<file path="src/rtl/seq_disp_pkg.sv">
// Shared constants for the sequence-match counter display:
// 7-segment patterns, blank/dp masks and digit count.
package seq_disp_pkg;

   localparam int NUM_DIGITS = 4;

   typedef logic [3:0] bcd_t;
   typedef logic [1:0] dig_idx_t;

   localparam logic [7:0] SEG_BLANK = 8'hFF;
   localparam logic [7:0] SEG_DP    = 8'h80;

   // Active-low {dp,g,f,e,d,c,b,a}, dp off
   localparam logic [7:0] SEG_TABLE [10] = '{
      8'hC0, 8'hF9, 8'hA4, 8'hB0, 8'h99,
      8'h92, 8'h82, 8'hF8, 8'h80, 8'h90
   };

   function automatic logic [7:0] seg_of(input bcd_t d);
      logic [7:0] r;
      r = SEG_BLANK;
      for (int i = 0; i < 10; i++) begin
         if (d == 4'(i)) r = SEG_TABLE[i];
      end
      return r;
   endfunction

endpackage

</file>
<file path="src/rtl/bcd2_counter.sv">
// Two-digit BCD counter with clear priority and
// selectable wrap (99->00) or saturate (hold 99).
module bcd2_counter
   import seq_disp_pkg::*;
(
   input  logic clk,
   input  logic rst,
   input  logic inc,
   input  logic clear,
   input  logic sat,
   output bcd_t tens,
   output bcd_t ones,
   output logic at_max
);

   assign at_max = (tens == 4'd9) && (ones == 4'd9);

   always_ff @(posedge clk or posedge rst) begin
      if (rst) begin
         tens <= '0;
         ones <= '0;
      end else if (clear) begin
         tens <= '0;
         ones <= '0;
      end else if (inc) begin
         if (at_max) begin
            if (!sat) begin
               tens <= '0;
               ones <= '0;
            end
         end else if (ones == 4'd9) begin
            ones <= '0;
            tens <= tens + 4'd1;
         end else begin
            ones <= ones + 4'd1;
         end
      end
   end

endmodule

</file>
<file path="src/rtl/seq_match_display.sv">
// Bit/match counters for a serial sequence detector with a
// multiplexed 4-digit 7-segment display and stretched match LED.
module seq_match_display
   import seq_disp_pkg::*;
#(
   parameter int SCAN_DIV    = 50000,
   parameter int HOLD_CYCLES = 25000000
) (
   input  logic       clk,
   input  logic       rst,
   input  logic       bit_valid,
   input  logic       match,
   input  logic       clear,
   output logic [7:0] seg,
   output logic [3:0] dig_sel,
   output logic       match_led,
   output logic       match_ovf
);

   localparam int PW = $clog2(SCAN_DIV);
   localparam int HW = $clog2(HOLD_CYCLES + 1);
   localparam logic [PW-1:0] PRE_MAX   = PW'(SCAN_DIV - 1);
   localparam logic [HW-1:0] HOLD_LOAD = HW'(HOLD_CYCLES);

   bcd_t            bit_tens, bit_ones;
   bcd_t            mat_tens, mat_ones;
   logic            mat_max;
   logic            match_ev;
   logic [PW-1:0]   pre;
   dig_idx_t        idx;
   logic [HW-1:0]   hold;
   bcd_t            shown;
   logic [3:0]      sel_nxt;
   logic [7:0]      seg_nxt;

   assign match_ev = bit_valid & match;

   bcd2_counter u_bit_cnt (
      .clk    (clk),
      .rst    (rst),
      .inc    (bit_valid),
      .clear  (clear),
      .sat    (1'b0),
      .tens   (bit_tens),
      .ones   (bit_ones),
      .at_max ()
   );

   bcd2_counter u_match_cnt (
      .clk    (clk),
      .rst    (rst),
      .inc    (match_ev),
      .clear  (clear),
      .sat    (1'b1),
      .tens   (mat_tens),
      .ones   (mat_ones),
      .at_max (mat_max)
   );

   always_ff @(posedge clk or posedge rst) begin
      if (rst) begin
         match_ovf <= 1'b0;
      end else if (clear) begin
         match_ovf <= 1'b0;
      end else if (match_ev && mat_max) begin
         match_ovf <= 1'b1;
      end
   end

   // The LED ignores clear: any match restarts the full hold
   always_ff @(posedge clk or posedge rst) begin
      if (rst) begin
         hold <= '0;
      end else if (match_ev) begin
         hold <= HOLD_LOAD;
      end else if (hold != '0) begin
         hold <= hold - 1'b1;
      end
   end

   assign match_led = (hold != '0);

   always_ff @(posedge clk or posedge rst) begin
      if (rst) begin
         pre <= '0;
         idx <= '0;
      end else if (pre == PRE_MAX) begin
         pre <= '0;
         idx <= idx + 2'd1;
      end else begin
         pre <= pre + 1'b1;
      end
   end

   always_comb begin
      shown   = bit_ones;
      sel_nxt = 4'b1110;
      case (idx)
         2'd0: begin shown = bit_ones; sel_nxt = 4'b1110; end
         2'd1: begin shown = bit_tens; sel_nxt = 4'b1101; end
         2'd2: begin shown = mat_ones; sel_nxt = 4'b1011; end
         2'd3: begin shown = mat_tens; sel_nxt = 4'b0111; end
         default: ;
      endcase
      seg_nxt = seg_of(shown);
      if (idx == dig_idx_t'(NUM_DIGITS - 1)) begin
         seg_nxt[7] = ~match_ovf;
      end
   end

   always_ff @(posedge clk or posedge rst) begin
      if (rst) begin
         seg     <= SEG_TABLE[0];
         dig_sel <= 4'b1110;
      end else begin
         seg     <= seg_nxt;
         dig_sel <= sel_nxt;
      end
   end

endmodule
</file>
<file path="config.mk">
export PLATFORM = sky130hd
export DESIGN_NAME = seq_match_display
export DESIGN_NICKNAME = d
export VERILOG_FILES = /design/src/rtl/seq_disp_pkg.sv /design/src/rtl/bcd2_counter.sv /design/src/rtl/seq_match_display.sv
export SDC_FILE = /design/constraint.sdc
export NUM_CORES = 1
export LEC_CHECK = 0
export CAP_MARGIN = 20
export CORE_MARGIN = 8
export CORE_UTILIZATION = 50
export CTS_BUF_LIST = sky130_fd_sc_hd__clkbuf_4
export DETAILED_ROUTE_END_ITERATION = 6
export GPL_TIMING_DRIVEN = 0
export HOLD_SLACK_MARGIN = 0.12
export PLACE_DENSITY = 0.68
export SKIP_CTS_REPAIR_TIMING = 1
export SLEW_MARGIN = 10
export SYNTH_ARGS = -nofsm -noshare
export SYNTH_HDL_FRONTEND = slang
export SYNTH_HIERARCHICAL = 1
export SYNTH_SLANG_ARGS = --single-unit
</file>
<file path="constraint.sdc">
create_clock -name clk -period 2.8 [get_ports clk]
set_input_delay 0.56 -clock clk [delete_from_list [all_inputs] [get_ports clk]]
set_output_delay 0.56 -clock clk [all_outputs]
set_load 0.1 [all_outputs]
</file>
# == Word level (Yosys, flattened, before mapping) ==
# Index checks and enable logic that the tools add are counted.
# W data, S select, Z words.
# totals
ff_bits,72
wordCells,86
# classes
muxes,34
n_eq_ne,18
add_sub_neg,7
reduce_logical,15
bitwise_logic,2
# ops
op,count
$mux W8,9
$mux W4,16
$mux W25,2
$pmux W4 S4,2
$reduce_bool A25 Y1,1
$sub A25 B1 Y25 const B,1
$eq A4 B4 Y1 const B,6
$add A16 B1 Y16 const B,1
$add A4 B1 Y4 const B,4
$eq A16 B16 Y1 const B,1
$eq A4 B3 Y1 const B,4
$mux W16,1
$reduce_bool A2 Y1,5
$eq A4 B2 Y1 const B,2
$mux W6,1
$eq A2 B2 Y1 const B,2
$eq A4 B1 Y1 const B,1
$logic_not A4 Y1,1
$reduce_and A2 Y1,2
$logic_and A1 B1 Y1,3
$mux W1,3
$reduce_and A3 Y1,1
$reduce_bool A3 Y1,1
$add A2 B1 Y2 const B,1
5 further kinds,5

# == Longest topological paths before layout ==
# Gate-level depths: netlist of run 1.
# logic_depth
depth_word,14
ltp_mapped,9

# == Cells and area by module ==
# The synthesis of run 1 kept the hierarchy.
# by_module_without_submodules
module,cells_each,instances,area_per_inst_um2
seq_match_display,275,1,2756.4
bcd2_counter,54,2,519.2

# == Least setup slack after synthesis of run 1 ==
# Ideal clock, no wire load.
# synth_path
path_kind,reg-to-output
from,register hold[17]
to,output port match_led
arrival_ps,1800
slack_ps,440
n_path_buf,1
t_required_ps,2240
stages_incl_launch_ff,6
path_cell_list,dfrtp_1 or4_4 nor4_4 and2_1 buf_4 inv_2
# synth_via
elab_chain_cells,1
# synth_lines
element,line_no,text
start: declaration,seq_match_display.sv:31,logic [HW-1:0] hold;
start signal: assignment,seq_match_display.sv:77,hold <= hold - 1'b1;
$reduce_bool A25 Y1,seq_match_display.sv:81,assign match_led = (hold != '0);
end: declaration,seq_match_display.sv:16,"output logic match_led,"
# Every way passes these cells.

# == Final worst setup path of run 1 ==
# layout_path
from,register hold[13]
to,output port match_led
# Same word-level chain as after synthesis.

==> reports/metrics.cfg, run 1 <==
[run_status]
violations=negative setup slack
status=complete, but fails checks

[sta]
drv_slew=0
tns_ns=-0.0129
hold_viol=0
min_period_ns=2.81
max_freq_ghz=0.356
timing.hold.ws_ns=0.461
finClkSkew_ns=0.00789
min_period_over_period_pct=100
tightest_slew_ns=0.974
maxSlewHeadroom_pct=34.9
finalWorstSetupSlack_ns=-0.0129
grt_setup_unrepaired=yes
setup_viol=1

[pwr]
p_leak_uw=0.00178
power_density_mw_per_mm2=537
max-vdd-ir-drop_mv=0.324
total_power_uw=2340

[placed_design]
place.gp.congestion=0.826
dp_hpwl_um=5460
portBuffers=18
pre_cts_ws_ns=-0.545
place_area_mm2=0.00413

[synthesis]
synth.distinct_cells=60
ys_ff_latch=72
synth_area_leaders=dfrtp_1, ha_1, xnor2_1
yosysWarningCount=6
ys.flop_type=dfrtp_1
synth_edf_count=0
synth_top_area_share_pct=44.2
yosysTopAreaCell=dfrtp_1
synthCells=383
synthesis.area_mm2=0.00379
async_flop_share_pct=100
yosysSeqAreaShare_pct=47.6
synth_area_per_cell_um2=9.91

[routing]
viasPerCell=5.65
wl_per_cell_um=14.6
num_vias=2961
firstDrtPassIters=4
wl_um=7630
ant_nets=0
drtIter0Drc=102
drc=0

[clock_network]
clk_pin_slew_ns=0.12
htree_levels=3
root_buffer=clkbuf_4
cts_made_buffers=9
insertion_delay_ns=0.41
cts_tree=built
cts.sinks=72
clockBufferDepth=2

[critical_path]
critPathKind=flip-flop to output port
max_stage_delay_ns=0.55
cp_cell_sequence=or4_4 -> nor4_4 -> and2_1 -> buf_6 -> inv_4 -> buf_12
path_max_fanout=5
critPathCaptureType=output port
worst-path-buf-inv=3
arrival_ns=2.25
worst_setup_path_start_kind=flip-flop
crit_family=simple AND/OR/NAND/NOR gates
critPathSlowestCell=or4_4
worstPathRequired_ns=2.24

[global_route]
grt.overflow.total=0
antenna_found_initial=0
grt_pass1_vias=2779
grt_max_degree=38
grt_util_all_layers_pct=15.4
grt_pass1_wl_um=12900

[floorplan]
die_y_um=103
die_area_mm2=0.0106
core_mm2=0.00729
initial_core_util_pct=52.0
rows=31
io_pins=19
die_x_um=103

[final_layout]
drive_gt1_share_pct=12.9
final_cell_mix=dfrtp_1, nor2_1, nand2_1
num-fill-cells=642
n_antenna_cell=0
area_growth_pct=14.8
final_area_mm2=0.00436
fin_nets=439
final_common_cell=dfrtp_1

[hold_path]
hold_path.class=primary input to async pin

[job]
max_cap_viol_count=0

## synth_stat cells (4+ instances only)
| cell type | instances |
|---|---|
| dfrtp_1 | 67 |
| nor2_1 | 35 |
| nand2_1 | 32 |
| inv_1 | 23 |
| a21oi_1 | 20 |
| nand3_1 | 19 |
| xnor2_1 | 18 |
| ha_1 | 14 |
| o21ai_0 | 12 |
| o31ai_1 | 11 |
| nor4_1 | 8 |
| nor3_1 | 7 |
| or3_1 | 7 |
| xor2_1 | 7 |
| nor2b_1 | 6 |
| or4_1 | 6 |
| clkbuf_1 | 5 |
| dfstp_2 | 5 |
| nand4_1 | 5 |
| a311oi_1 | 4 |
| a41oi_1 | 4 |
| nand3b_1 | 4 |
| or2_2 | 4 |
## final cells by class
class / instances / area [um2] / area share (%)
timing repair buffer: 25 / 255 / 5.86
buffer: 8 / 50.0 / 1.15
clock inverter: 7 / 96.3 / 2.21
multi-input combinational: 280 / 1860 / 42.7
sequential: 72 / 1810 / 41.5
clock buffer: 9 / 67.6 / 1.55
inverter: 24 / 92.6 / 2.13
tap: 99 / 124 / 2.84
## stage by stage
stage	cells	utilization, %
finish	524	59.7
global route	524	59.7
CTS	519	58.8
detailed placement	503	56.6
global placement	502	56.3
floorplan	385	-
## flip-flops by register name, summed over array words and instances (netlist names)
| register | flops |
|---|---|
| hold | 25 |
| pre | 16 |
| seg | 8 |
| dig_sel | 4 |
| u_bit_cnt/ones | 4 |
| u_bit_cnt/tens | 4 |
| u_match_cnt/ones | 4 |
| u_match_cnt/tens | 4 |
| idx | 2 |
| match_ovf | 1 |
## worst paths after layout
check / startpoint / end / slack [ns] / cells after the start
min: rst / u_bit_cnt/tens[1] / 0.46 / 2
min reg2reg: pre[0] / pre[0] / 0.49 / 1
max in group asynchronous: rst / dig_sel[2] / 1.68 / 3
max reg2reg: hold[0] / hold[17] / 0.59 / 8
min in group clk: pre[0] / pre[0] / 0.49 / 1
max: hold[13] / match_led / -0.01 / 6
## report_power, final
part	total (uW)	switching [uW]	internal (uW)
Sequential	1200	87.1	1120
Combinational	397	249	148
Clock	742	381	361
Total	2340	717	1620
## cell families after synthesis
logic type	synth area share, %
buffers and inverters	3.69
XOR/XNOR	5.77
multiplexers	0.593
flip-flops	47.6
other	0.198
AO/OA/AOI/OAI	13.8
AND/OR/NAND/NOR	23.7
adder cells (fa/ha/maj)	4.62
## routing by layer
| layer | vias up | routed length (um) | track usage [%] |
|---|---|---|---|
| met5 | - | 0 | 0 |
| met4 | 0 | 150 | 7.01 |
| met3 | 11 | 257 | 2.43 |
| met2 | 55 | 3530 | 24.5 |
| met1 | 1435 | 3680 | 20.3 |
| li1 | 1460 | - | - |
## worst register-to-register path, stage by stage, from the launching register on
cell,delay (ns)
dfrtp_1,0.41
inv_1,0.09
ha_1,0.27
and4_1,0.17
buf_2,0.16
a211o_1,0.32
buf_6,0.15
or4_1,0.41
a21oi_1,0.16
Power figures use the tool's default switching activity.
==> inputs of run 2 (changes only) <==
Settings changed: CORE_ASPECT_RATIO from default to 1.5, CTS_CLUSTER_DIAMETER from default to 40.
==> run 2 against run 1 <==
Critical endpoint unchanged. Clock skew is 0.0080 ns higher. Sequential share of layout area is 0.53 points lower. Via count is 1.0% higher. Fmax is 1.6% lower. Worst setup slack worse by 0.046 ns. The run still ends with negative setup slack left. Clock-buffer cell count is 1 higher. Critical path type unchanged. Hold slack worse by 0.0058 ns. Largest power group unchanged. Wire length is 7.5% higher. Final cell count is 1.9% higher.
==> reports/metrics.cfg, run 2 (synthesized netlist as in run 1, its figures left out) <==
[routing]
drc=0  ; unchanged
viasPerCell=5.60  ; -0.85%
wl_per_cell_um=15.3  ; +5.4%
num_vias=2992  ; +1.0%
wl_um=8190  ; +7.5%
ant_nets=0  ; unchanged
drtIter0Drc=159  ; +56%
firstDrtPassIters=5  ; +1

[critical_path]
critPathKind=flip-flop to output port
worst_setup_path_start_kind=flip-flop
worst-r2r-cell-count=8  ; unchanged
critPathCaptureType=output port
r2r_slack_ns=0.60  ; about the same
timing.rr.start=hold[0]
crit_start=hold[23]
r2r_end=hold[17]
arrival_ns=2.30  ; +0.05 ns
path_max_fanout=4  ; -1
worstPathRequired_ns=2.24  ; about the same

[floorplan]
io_pins=19  ; unchanged
die_x_um=87.1  ; -16%
core_mm2=0.00751  ; +3.1%
die_y_um=123  ; +19%
die_area_mm2=0.0107  ; +0.54%
rows=39  ; +26%
initial_core_util_pct=50.5  ; -1.5 points

[final_layout]
n_antenna_cell=0  ; unchanged
final_area_mm2=0.00441  ; +1.3%
largest_reg_flops=25  ; unchanged
drive_gt1_share_pct=14.6  ; +1.6 points
multi_input_area_mm2=0.00187  ; +0.27%
largest_registers=hold x25, pre x16, seg x8
final_common_cell=dfrtp_1
num-fill-cells=677  ; +5.5%
final_cell_mix=dfrtp_1, nor2_1, nand2_1
seqCellArea_mm2=0.00181  ; unchanged
fin_nets=446  ; +1.6%
largest-register=hold
area_growth_pct=16.3
layout.cells.non_filler=534  ; +1.9%

[run_status]
violations=negative setup slack
status=complete, but fails checks

[sta]
tightest_slew_ns=1.01  ; +0.0345 ns
maxSlewHeadroom_pct=32.6  ; -2.3 points
max_freq_ghz=0.350  ; -1.6%
hold_viol=0  ; unchanged
min_period_ns=2.86  ; +0.0455 ns
setup_viol=1  ; unchanged
drv_slew=0  ; unchanged
timing.hold.ws_ns=0.456  ; -0.00578 ns
finalWorstSetupSlack_ns=-0.0584  ; -0.0455 ns
min_period_over_period_pct=102  ; +1.6 points
finClkSkew_ns=0.0159  ; +0.00802 ns
grt_setup_unrepaired=yes

[placed_design]
pre_cts_ws_ns=-0.576  ; -0.0314 ns
dp.cells=506  ; +0.60%
portBuffers=18  ; unchanged
place_area_mm2=0.00413  ; about the same
place.gp.congestion=0.783  ; -5.2%
dp_hpwl_um=5880  ; +7.6%

[pwr]
p_leak_uw=0.00182  ; +2.5%
power_density_mw_per_mm2=533  ; -0.87%
max-vdd-ir-drop_mv=0.269  ; -17%
total_power_uw=2350  ; +0.41%

[clock_network]
insertion_delay_ns=0.44  ; +0.03 ns
cts.sinks=72  ; unchanged
clk_pin_slew_ns=0.12  ; about the same
cts_tree=built
htree_levels=3  ; unchanged
root_buffer=clkbuf_4
cts_made_buffers=9  ; unchanged
clockBufferDepth=2  ; unchanged

[hold_path]
hold_path.class=primary input to async pin

[job]
max_cap_viol_count=0  ; unchanged

[global_route]
grt_max_degree=36  ; -5.3%
grt.overflow.total=0  ; unchanged
antenna_found_initial=0  ; unchanged
grt_pass1_wl_um=13600  ; +5.5%
grt_pass1_vias=2918  ; +5.0%
grt_util_all_layers_pct=16.3  ; +0.90 points

run 2: worst max-delay path by stage:
stage	to	cells past startpoint	slack, ns
2_1_floorplan	match_led	5	0.44
3_3_place_gp	match_led	6	-0.59
4_1_cts	match_led	6	-1.09
6_report	match_led	6	-0.06
5_1_grt	match_led	6	-0.14
3_5_place_dp	match_led	6	-0.58
run 2: cell type report:
class / count / area share, %
Timing Repair Buffer: 31 / 6.80
Clock inverter: 6 / 1.90
Sequential cell: 72 / 41.0
Buffer: 9 / 1.25
Tap cell: 102 / 2.89
Inverter: 24 / 2.15
Clock buffer: 10 / 1.70
Multi-Input combinational cell: 280 / 42.3
run 2: where the power goes:
part	internal (uW)	total (uW)	switching, uW	leakage (uW)
combinational	151	403	252	0.000834
sequential	1120	1210	91.3	0.000897
clock	369	742	372	0.0000901
total	1640	2350	715	0.00182
run 2: per-stage QoR:
step | util [%] | setup TNS, ns
2_1_floorplan | - | 0
4_1_cts | 57.1 | -1.09
5_1_grt | 58.7 | -0.145
3_5_place_dp | 55.0 | -2.01
3_3_place_gp | 54.7 | -11.42
6_report | 58.7 | -0.0584
run 2: critical path: stages, from the launching register on:
cell and delay (ns):
dfrtp_1 0.41, or4_4 0.57, nor4_4 0.37, and2_4 0.20
buf_6 0.12, inv_6 0.03, buf_12 0.15
run 2: metal layers:
layer,share of wire [%],GRT usage [%],wire [um]
met5,0,0,0
met4,1.9,7.57,155
met3,3.1,3.75,253
met2,52,27.9,4250
met1,43,18.9,3540
